===== src/rtl/vslc_out_expander_if.sv =====
// Core-side handshake between the VSLC output image register and the serial
// output-expander driver.
interface vslc_out_expander_if #(
  parameter int WIDTH = 16
);
  logic             start;
  logic [WIDTH-1:0] data;
  logic             busy;
  logic             done;

  modport master (output start, data, input busy, done);
  modport slave  (input start, data, output busy, done);
endinterface


===== src/rtl/vslc_out_expander.sv =====
// Shifts a parallel output image MSB-first into a 74HC595-style chain, then
// pulses the storage latch. All expander pins and status outputs are registered.
module vslc_out_expander #(
  parameter int WIDTH = 16,
  parameter int DIV   = 4
) (
  input  logic                 clk,
  input  logic                 rst_n,
  vslc_out_expander_if.slave   core,
  output logic                 sclk,
  output logic                 sdo,
  output logic                 rclk
);

  typedef enum logic [1:0] {IDLE, SHIFT, LATCH} state_e;

  // A DIV of 1 still needs a one-bit divider; it simply wraps every cycle.
  localparam int DIV_W = (DIV > 1) ? $clog2(DIV) : 1;
  localparam int CNT_W = $clog2(WIDTH);
  localparam logic [DIV_W-1:0] DIV_LAST = DIV_W'(DIV - 1);
  localparam logic [CNT_W-1:0] BIT_LAST = CNT_W'(WIDTH - 1);

  state_e             state_q, state_d;
  logic [WIDTH-1:0]   shift_q, shift_d;
  logic [CNT_W-1:0]   bit_cnt_q, bit_cnt_d;
  logic [DIV_W-1:0]   div_q, div_d;
  logic               sclk_q, sclk_d;
  logic               sdo_q, sdo_d;
  logic               rclk_q, rclk_d;
  logic               busy_q, busy_d;
  logic               done_q, done_d;
  logic               div_wrap;

  assign div_wrap = (div_q == DIV_LAST);

  always_comb begin
    // NOTE: every _d gets a default first so no path can leave it unassigned
    // and infer a latch.
    state_d   = state_q;
    shift_d   = shift_q;
    bit_cnt_d = bit_cnt_q;
    div_d     = div_q;
    sclk_d    = sclk_q;
    sdo_d     = sdo_q;
    rclk_d    = rclk_q;
    busy_d    = busy_q;
    done_d    = 1'b0;

    unique case (state_q)
      IDLE: begin
        if (core.start && !busy_q) begin
          shift_d   = core.data;
          sdo_d     = core.data[WIDTH-1];
          busy_d    = 1'b1;
          div_d     = '0;
          bit_cnt_d = '0;
          state_d   = SHIFT;
        end
      end

      SHIFT: begin
        if (!div_wrap) begin
          div_d = div_q + 1'b1;
        end else begin
          div_d = '0;
          if (!sclk_q) begin
            sclk_d = 1'b1;
          end else begin
            sclk_d = 1'b0;
            // Falling toggle: advance to the next bit, or hand over to the latch.
            if (bit_cnt_q == BIT_LAST) begin
              sdo_d   = 1'b0;
              rclk_d  = 1'b1;
              state_d = LATCH;
            end else begin
              shift_d   = shift_q << 1;
              sdo_d     = shift_q[WIDTH-2];
              bit_cnt_d = bit_cnt_q + 1'b1;
            end
          end
        end
      end

      LATCH: begin
        if (!div_wrap) begin
          div_d = div_q + 1'b1;
        end else begin
          div_d   = '0;
          rclk_d  = 1'b0;
          busy_d  = 1'b0;
          done_d  = 1'b1;
          state_d = IDLE;
        end
      end

      default: state_d = IDLE;
    endcase
  end

  always_ff @(posedge clk or negedge rst_n) begin
    if (!rst_n) begin
      state_q   <= IDLE;
      shift_q   <= '0;
      bit_cnt_q <= '0;
      div_q     <= '0;
      sclk_q    <= 1'b0;
      sdo_q     <= 1'b0;
      rclk_q    <= 1'b0;
      busy_q    <= 1'b0;
      done_q    <= 1'b0;
    end else begin
      // NOTE: non-blocking so every flop samples the pre-edge value of the others.
      state_q   <= state_d;
      shift_q   <= shift_d;
      bit_cnt_q <= bit_cnt_d;
      div_q     <= div_d;
      sclk_q    <= sclk_d;
      sdo_q     <= sdo_d;
      rclk_q    <= rclk_d;
      busy_q    <= busy_d;
      done_q    <= done_d;
    end
  end

  assign sclk      = sclk_q;
  assign sdo       = sdo_q;
  assign rclk      = rclk_q;
  assign core.busy = busy_q;
  assign core.done = done_q;

endmodule


===== src/flat_wrapper.sv =====
// flat-port wrapper written by rule: the top's interface ports become plain ports
module vslc_out_expander_flat 
#(
  parameter int WIDTH = 16,
  parameter int DIV   = 4
)
  (clk, rst_n, sclk, sdo, rclk, core_start, core_data, core_busy, core_done);
  vslc_out_expander_if #(.WIDTH(WIDTH)) core_i ();
  input  logic clk;
  input  logic rst_n;
  output logic sclk;
  output logic sdo;
  output logic rclk;
  input wire logic [$bits(core_i.start)-1:0] core_start;
  input wire logic [$bits(core_i.data)-1:0] core_data;
  output wire logic [$bits(core_i.busy)-1:0] core_busy;
  output wire logic [$bits(core_i.done)-1:0] core_done;
  assign core_i.start = core_start;
  assign core_i.data = core_data;
  assign core_busy = core_i.busy;
  assign core_done = core_i.done;
  vslc_out_expander #(.WIDTH(WIDTH), .DIV(DIV)) u_core (.clk(clk), .rst_n(rst_n), .core(core_i), .sclk(sclk), .sdo(sdo), .rclk(rclk));
endmodule

===== config.mk =====
export PLATFORM = sky130hd
export DESIGN_NAME = vslc_out_expander_flat
export DESIGN_NICKNAME = d
export VERILOG_FILES = /design/src/rtl/vslc_out_expander_if.sv /design/src/rtl/vslc_out_expander.sv /design/src/flat_wrapper.sv
export SDC_FILE = /design/constraint.sdc
export NUM_CORES = 1
export LEC_CHECK = 0
export ABC_AREA = 1
export CAP_MARGIN = 20
export CORE_ASPECT_RATIO = 0.75
export CORE_MARGIN = 5
export CORE_UTILIZATION = 46
export CTS_CLUSTER_SIZE = 30
export DETAILED_ROUTE_END_ITERATION = 7
export GPL_ROUTABILITY_DRIVEN = 0
export HOLD_SLACK_MARGIN = 0.06
export PLACE_DENSITY = 0.72
export SLEW_MARGIN = 10
export SYNTH_ARGS = -nofsm -noshare
export SYNTH_HDL_FRONTEND = slang
export SYNTH_SLANG_ARGS = --single-unit

===== constraint.sdc =====
create_clock -name clk -period 5.35 [get_ports clk]
set_clock_uncertainty 0.2 [all_clocks]
set_input_delay 0.535 -clock clk [delete_from_list [all_inputs] [get_ports clk]]
set_output_delay 0.535 -clock clk [all_outputs]
set_load 0.01 [all_outputs]

==> results of run 1 <==
-- metal layers --
metal  wire length, um  track usage  up-vias  part of all wire
met5                 0            0        -                 0
met4                 7       0.0150        0            0.0025
met3               170       0.0517        2             0.060
met2              1250        0.217       22              0.44
met1              1400        0.183      564              0.49
li1                  -            -      592                 -
-- synth_stat cells, drive strengths merged --
master	number
a21oi	4
buf	5
clkbuf	1
dfrtp	28
ha	6
inv	14
mux2i	14
nand2	47
nand3	8
nand4	7
nor2	3
o21ai	26
o22ai	1
or2	1
-- power by group through the flow --
stage	clock [uW]	combinational (uW)	sequential, uW
2_1_floorplan	0	3.84	216
3_3_place_gp	0	22.2	216
3_5_place_dp	0	22.7	216
4_1_cts	136	22.9	211
5_1_grt	143	24.9	211
6_report	130	22.1	211
-- cell type report --
type | instances | area [um^2]
multi-input combinational | 117 | 698
sequential | 28 | 701
inverter | 14 | 52.6
fill | 278 | 1430
clock buffer | 4 | 55.1
timing repair buffer | 24 | 238
tap | 40 | 50.0
-- cell usage in the layout (no fill, tap or decap), types with 4 or more instances in the layout --
master | Yosys | layout
sky130_fd_sc_hd__nand3_1 | 7 | 7
sky130_fd_sc_hd__nand4_1 | 7 | 7
sky130_fd_sc_hd__clkdlybuf4s50_1 | 0 | 23
sky130_fd_sc_hd__nand2_1 | 46 | 46
sky130_fd_sc_hd__mux2i_1 | 14 | 14
sky130_fd_sc_hd__dfrtp_1 | 28 | 28
sky130_fd_sc_hd__o21ai_2 | 11 | 11
sky130_fd_sc_hd__ha_1 | 6 | 6
sky130_fd_sc_hd__inv_1 | 14 | 14
sky130_fd_sc_hd__a21oi_1 | 4 | 4
sky130_fd_sc_hd__clkbuf_8 | 0 | 4
sky130_fd_sc_hd__o21ai_0 | 14 | 14
-- metrics by stage --
stage                     std cells  hold slack, ns
after global placement          223           0.254
after detailed placement        223           0.261
after floorplan                 165          0.0394
after global routing            227           0.305
after CTS                       227           0.285
final                           227           0.276
-- worst max path at each step --
stage	from	to	depth (start not counted)
6_report	u_core.state_q[1]$_DFFE_PN0P_	u_core.shift_q[1]$_DFFE_PN0P_	5
5_1_grt	u_core.state_q[1]$_DFFE_PN0P_	u_core.shift_q[1]$_DFFE_PN0P_	6
4_1_cts	u_core.state_q[1]$_DFFE_PN0P_	u_core.bit_cnt_q[3]$_DFFE_PN0P_	5
3_5_place_dp	u_core.state_q[1]$_DFFE_PN0P_	u_core.bit_cnt_q[3]$_DFFE_PN0P_	5
3_3_place_gp	u_core.state_q[1]$_DFFE_PN0P_	u_core.shift_q[5]$_DFFE_PN0P_	5
2_1_floorplan	u_core.state_q[1]$_DFFE_PN0P_	u_core.shift_q[10]$_DFFE_PN0P_	9
-- kinds of logic after synthesis --
family          Yosys count  share of synthesized area
mux                      14                     0.0928
fa+ha+maj                 6                     0.0497
simple gates             66                      0.189
buf+inv                  20                     0.0737
flops                    28                      0.464
compound gates           31                      0.131
-- worst register-to-register path, stage by stage (launching register included) --
cell and delay [ns]:
sky130_fd_sc_hd__dfrtp_1 0.41, sky130_fd_sc_hd__inv_1 0.11, sky130_fd_sc_hd__ha_1 0.89, sky130_fd_sc_hd__nand4_1 0.23, sky130_fd_sc_hd__nand3_2 0.61, sky130_fd_sc_hd__o21ai_0 0.19
-- state kept, by name, summed over array words and instances, names as in the netlist --
name / flops
u_core.sdo: 1
u_core.state_q: 2
u_core.rclk: 1
u_core.core.done: 1
u_core.sclk: 1
u_core.bit_cnt_q: 4
u_core.shift_q: 15
u_core.div_q: 2
u_core.core.busy: 1
==> results list, run 1 <==
* Setup tns final: 0 ns
* RSZ-0062 raised after global routing: no
- Post-CTS Repair Setup Buffers: 0
* DR DRC count: 0
* Post-CTS clock slew at the launch and capture registers of the worst setup and hold paths: 0.09 ns
- Dividing the final minimum period by the clock period gives 0.519.
- Slowest Stage Delay on Critical Path: 0.89 ns
* Final hold vios: 0
- Fraction of the yosys area taken by sequential cells: 0.464
* Final critical delay including setup and external delays: 2.77 ns
- In this run the deepest clock path goes through 2 buffers.
- Overall global routing resource usage: 0.136
- Once placement finished, the instance area stood at 1740 um^2.
* Reg power frac: 0.582
- The worst setup path is captured at a flop.
- The worst hold path begins at u_core.sdo$_DFFE_PN0P_.
* Switching part of the total: 0.199
* Post-synth design cell area: 1510 um^2
- STA classifies the critical path startpoint as a flop.
* Width of the die: 76.2 um
* Drt total wl: 2.83 mm
* Via density per instance: 5.20
- The path with the worst hold slack has its endpoint at u_core.sdo$_DFFE_PN0P_.
- The worst hold path belongs to the class flop to flop.
- After the first detailed-routing iteration, the DRC count stood at 107.
- In this run the number of H-tree levels came out at 1.
- WL per Instance: 12.4 um
* Initial standard-cell utilization of the core: 0.469
- Average cell area after synthesis: 9.15 um^2
- Post-synth top area share: 0.464
* Psw: 72.2 uW
- Data arrival time of the worst path: 2.70 ns
- The netlist uses 20 different library cells.
* Headroom to the max-slew limit: 0.275
* Total Power: 363 uW
* Clock tree root buffer cell: sky130_fd_sc_hd__clkbuf_8
- Relative contribution of the clock network to total power: 0.357
* Measured slew at the worst slew-check pin: 1.09 ns
- Critical Setup Path Class: flop to flop
- Post-detailed-route count of antenna-violating nets: 0
- Crit-path max FO: 38
- Clock insertion delay at the later pin of the skew report: 0.27 ns
- Num rows: 18
- The number of nets handed over by synthesis was 190.
* Worst vdd ir: 0.000169 V
- The endpoint identified for the worst register-to-register timing path is u_core.shift_q[1]$_DFFE_PN0P_.
- In this run, synthesis produced a sequential element count of 28.
* Register-to-Register Path Depth: 5
- Sink Count: 28
- The signal on the critical path passes through inv_1, ha_1, nand4_1, nand3_2, o21ai_0.
* Worst path setup slack after routing: 2.58 ns
* Slowest stage cell, crit path: sky130_fd_sc_hd__ha_1
- In the final design database the tool counted 213 nets.
- Outcome: completed
* Clock tree from TritonCTS: done
- Post-CTS repair changed the size of 0 cells.
- In this run the vertical extent of the chip is 59.6 um.
* CTS Hold Buffers Added: 0
- Detailed placer's ending HPWL: 2.06 mm
- Fin area: 1790 um^2
- The max-slew violation count was 0.
- Max-cap violations in this run came to 0.
- Area enclosed by the die boundary: 4540 um^2
- I/O pin count: 24
- In this run the power density over the cells is 202 nW/um^2.
* Finished Core Util: 0.557
- For this block, the via count after detailed routing is 1180.
- Startpoint of the most critical register-to-register path: u_core.state_q[1]$_DFFE_PN0P_
- Summed over all layers, the global routing overflow is 0.
- Area of the placeable core: 3220 um^2
- Maximum number of pins on one net before global-route repair: 39
- By area the synthesized netlist is led by sky130_fd_sc_hd__dfrtp_1, sky130_fd_sc_hd__nand2_1, sky130_fd_sc_hd__mux2i_1.
- Pleak: 0.000798 uW
- The pre-antenna-repair detailed-routing pass consisted of 4 iterations.
- The initial antenna violation count came to 0.
- Grouping stages by cell kind, the critical path spends the most delay in adder cells.
* Logic gate share of total power: 0.061
- Data on the critical path is required at its endpoint by 5.28 ns.
- Counting the buffers created by CTS gives 3.
- Input and output buffers added on the ports amount to 23.
- OpenSTA, run right after detailed placement, puts the worst setup slack at 2.58 ns.
- N_diodes: 0
- Wire length of the first global-routing pass: 5.06 mm
- Worst Hold Depth: 2
* Fraction of final layout cells sized beyond drive strength 1: 0.102
- Combined buffer and inverter count along the critical path: 1
- Largest area contributor in the netlist: sky130_fd_sc_hd__dfrtp_1
- Layout area overhead: 18.8%
* Number of failing setup endpoints in the final timing report: 0
- Internal power comes to 291 uW.
- After technology mapping, the gate count stands at 165.
* F_max: 0.360 GHz
- The via count of the first global-routing pass came to 1157.
- Across all register-to-register paths, the minimum setup slack is 2.58 ns.
- Synth warnings: 0
(Power assumes the default switching activity.)
==> run 2: changes to the inputs <==
clock period = 2.61 ns   (was 5.35 ns; I/O delays follow)
==> results list, run 2 (same netlist as run 1, synthesis figures left out) <==
- Largest register FFs: 15
- Final critical delay including setup and external delays: 2.06 ns
* Maximum number of pins on one net before global-route repair: 33
- Summed over all layers, the global routing overflow is 0.
* Outcome: completed
* Int Pwr: 597 uW
- Layout area overhead: 20.3%
- Sink Count: 28
* Power per cell area: 409 nW/um^2
- Setup repair after global routing left no endpoint under its margin.
* Register-to-Register Path Depth: 6
* Worst vdd ir: 0.000316 V
* Required time at the worst-slack endpoint: 2.56 ns
- DP Worst Slack: 0.553 ns
- Share of the clock period used by the worst path: 0.789
* Number of buffers created by CTS: 3
- The die is 59.6 um tall.
- Clock insertion delay at the later pin of the skew report: 0.27 ns
* Register bank with the most flops: u_core.shift_q
* Detailed placer's ending HPWL: 2.28 mm
- Based on the critical path, the design can be clocked at up to 0.486 GHz.
- The critical path in this run is classified as flop to flop.
* Area of the placeable core: 3220 um^2
* Area enclosed by the die boundary: 4540 um^2
- Number of failing setup endpoints in the final timing report: 0
- In this run the number of H-tree levels came out at 1.
- On the critical path, the stage with the largest delay is an instance of sky130_fd_sc_hd__dfrtp_1.
- Data arrival time of the worst path: 2.01 ns
* Relative contribution of the clock network to total power: 0.356
* Post-CTS Repair Setup Buffers: 0
- Dividing the detail-routed wire length by the instance count gives 12.8 um.
- Worst path setup slack after routing: 0.551 ns
- The share of total power dissipated in combinational logic is 0.061.
- Register-to-register setup slack: 0.55 ns
- Final-layout fill cell count: 285
- The largest registers in the layout are u_core.shift_q (15), u_core.bit_cnt_q (4).
* DR DRC count: 0
- In this run the core area contains 18 standard-cell rows.
* Most frequent standard cell in the layout excluding fill and tap cells: sky130_fd_sc_hd__nand2_1
* CTS Hold Buffers Added: 0
- In this run the critical register-to-register path is captured at u_core.shift_q[3]$_DFFE_PN0P_.
- The worst setup path is captured at a flop.
- Width of the die: 76.2 um
- Initial standard-cell utilization of the core: 0.469
* Length of the first detailed-routing pass in iterations: 4
- The max-slew violation count was 0.
* Via density per instance: 5.07
* Final hold vios: 0
* I/O pin count: 24
- The first global-routing pass estimated 5.24 mm of wire.
- The initial antenna violation count was 0.
- The startpoint identified for the worst register-to-register timing path is u_core.state_q[1]$_DFFE_PN0P_.
- The final layout contains routed wiring with a total length of 2.95 mm.
- Crit-path max FO: 32
- For this design the static power due to leakage is 0.000813 uW.
- At the pin with the least slew margin, the transition time is 0.389 ns.
* Switching part of the total: 0.197
- Across the run, the number of max-cap violations was 0.
- The worst hold path belongs to the class input pin to async pin.
* Fraction of final layout cells sized beyond drive strength 1: 0.116
* Post-layout net count: 216
* Cell-by-cell trace of the critical path: inv_1, ha_1, nand4_1, nand3_2, buf_4, o21ai_0
- N_diodes: 0
- Reg power frac: 0.583
* Count of cells resized by post-cts repair: 0
* Post-CTS clock slew at the launch and capture registers of the worst setup and hold paths: 0.09 ns
- The routed layout has 1166 vias.
- Leaving out fill and tap cells, the most frequent cells in the layout are sky130_fd_sc_hd__nand2_1, sky130_fd_sc_hd__dfrtp_1, sky130_fd_sc_hd__clkdlybuf4s50_1.
- Slowest Stage Delay on Critical Path: 0.41 ns
* Initial DRC count: 61
* Quantity of I/O buffers inserted on ports: 23
* Setup tns final: 0 ns
- Setup crit start kind: flop
- Overall global routing resource usage: 0.141
* Headroom to the max-slew limit: 0.740
- Summed over all nets, the switching power comes to 146 uW.
- The count of nets left with antenna violations once routing finished came out at 0.
- Clock Path Buffers: 2
* Clock tree from TritonCTS: done
- Via count of the first global-routing pass: 1166
- Clock tree root buffer cell: sky130_fd_sc_hd__clkbuf_8
==> run 2: cell count changes in the layout (fill, tap and decap cells not counted) <==
| cell | before | now |
|---|---|---|
| sky130_fd_sc_hd__buf_4 | 1 | 4 |
==> run 2: power groups by stage <==
stage	logic (uW)	registers, uW	clock network (uW)
floorplan	7.88	442	0
global placement	45.3	442	0
CTS	46.7	433	275
finish	45.3	433	264
detailed placement	46.4	442	0
global route	50.6	433	286
==> run 2: layout make-up <==
cell class,count,area (um^2),area share
Clock buffer,4,55.1,0.0303
Sequential cell,28,701,0.386
Timing Repair Buffer,27,260,0.143
Tap cell,40,50.0,0.0275
Multi-Input combinational cell,117,698,0.384
Inverter,14,52.6,0.0289
==> run 2: worst max path at each step <==
stage	start	endpoint	slack, ns	cells after the start
after global routing	u_core.state_q[1]$_DFFE_PN0P_	u_core.shift_q[3]$_DFFE_PN0P_	0.31	7
final	u_core.state_q[1]$_DFFE_PN0P_	u_core.shift_q[3]$_DFFE_PN0P_	0.55	6
after floorplan	u_core.state_q[1]$_DFFE_PN0P_	u_core.shift_q[10]$_DFFE_PN0P_	0.93	9
after global placement	u_core.state_q[1]$_DFFE_PN0P_	u_core.bit_cnt_q[3]$_DFFE_PN0P_	0.65	6
after detailed placement	u_core.state_q[1]$_DFFE_PN0P_	u_core.shift_q[3]$_DFFE_PN0P_	0.55	6
after CTS	u_core.state_q[1]$_DFFE_PN0P_	u_core.shift_q[3]$_DFFE_PN0P_	0.53	6
==> run 2: layer usage <==
layer,track usage,routed length (um),vias up
met5,0,0,-
li1,-,-,599
met1,0.191,1490,546
met2,0.222,1310,19
met4,0.0299,12,0
met3,0.0486,145,2
==> run 2: critical path: cells and delay by family (launching register included) <==
kind / cells / cell delay (ns)
AO/OA/AOI/OAI: 1 / 0.14
adder cells (fa/ha/maj): 1 / 0.40
buffers and inverters: 2 / 0.44
flip-flops: 1 / 0.41
AND/OR/NAND/NOR: 2 / 0.33
==> run 2: per-stage QoR <==
stage,hold slack (ns),cell area [um^2],total power [uW],cells,util
final,0.155,1820,743,230,0.564
after global routing,0.184,1820,771,230,0.564
after detailed placement,0.261,1760,488,226,0.547
after CTS,0.168,1820,755,230,0.564
after floorplan,-0.235,1510,450,165,-
after global placement,0.252,1760,487,226,0.547
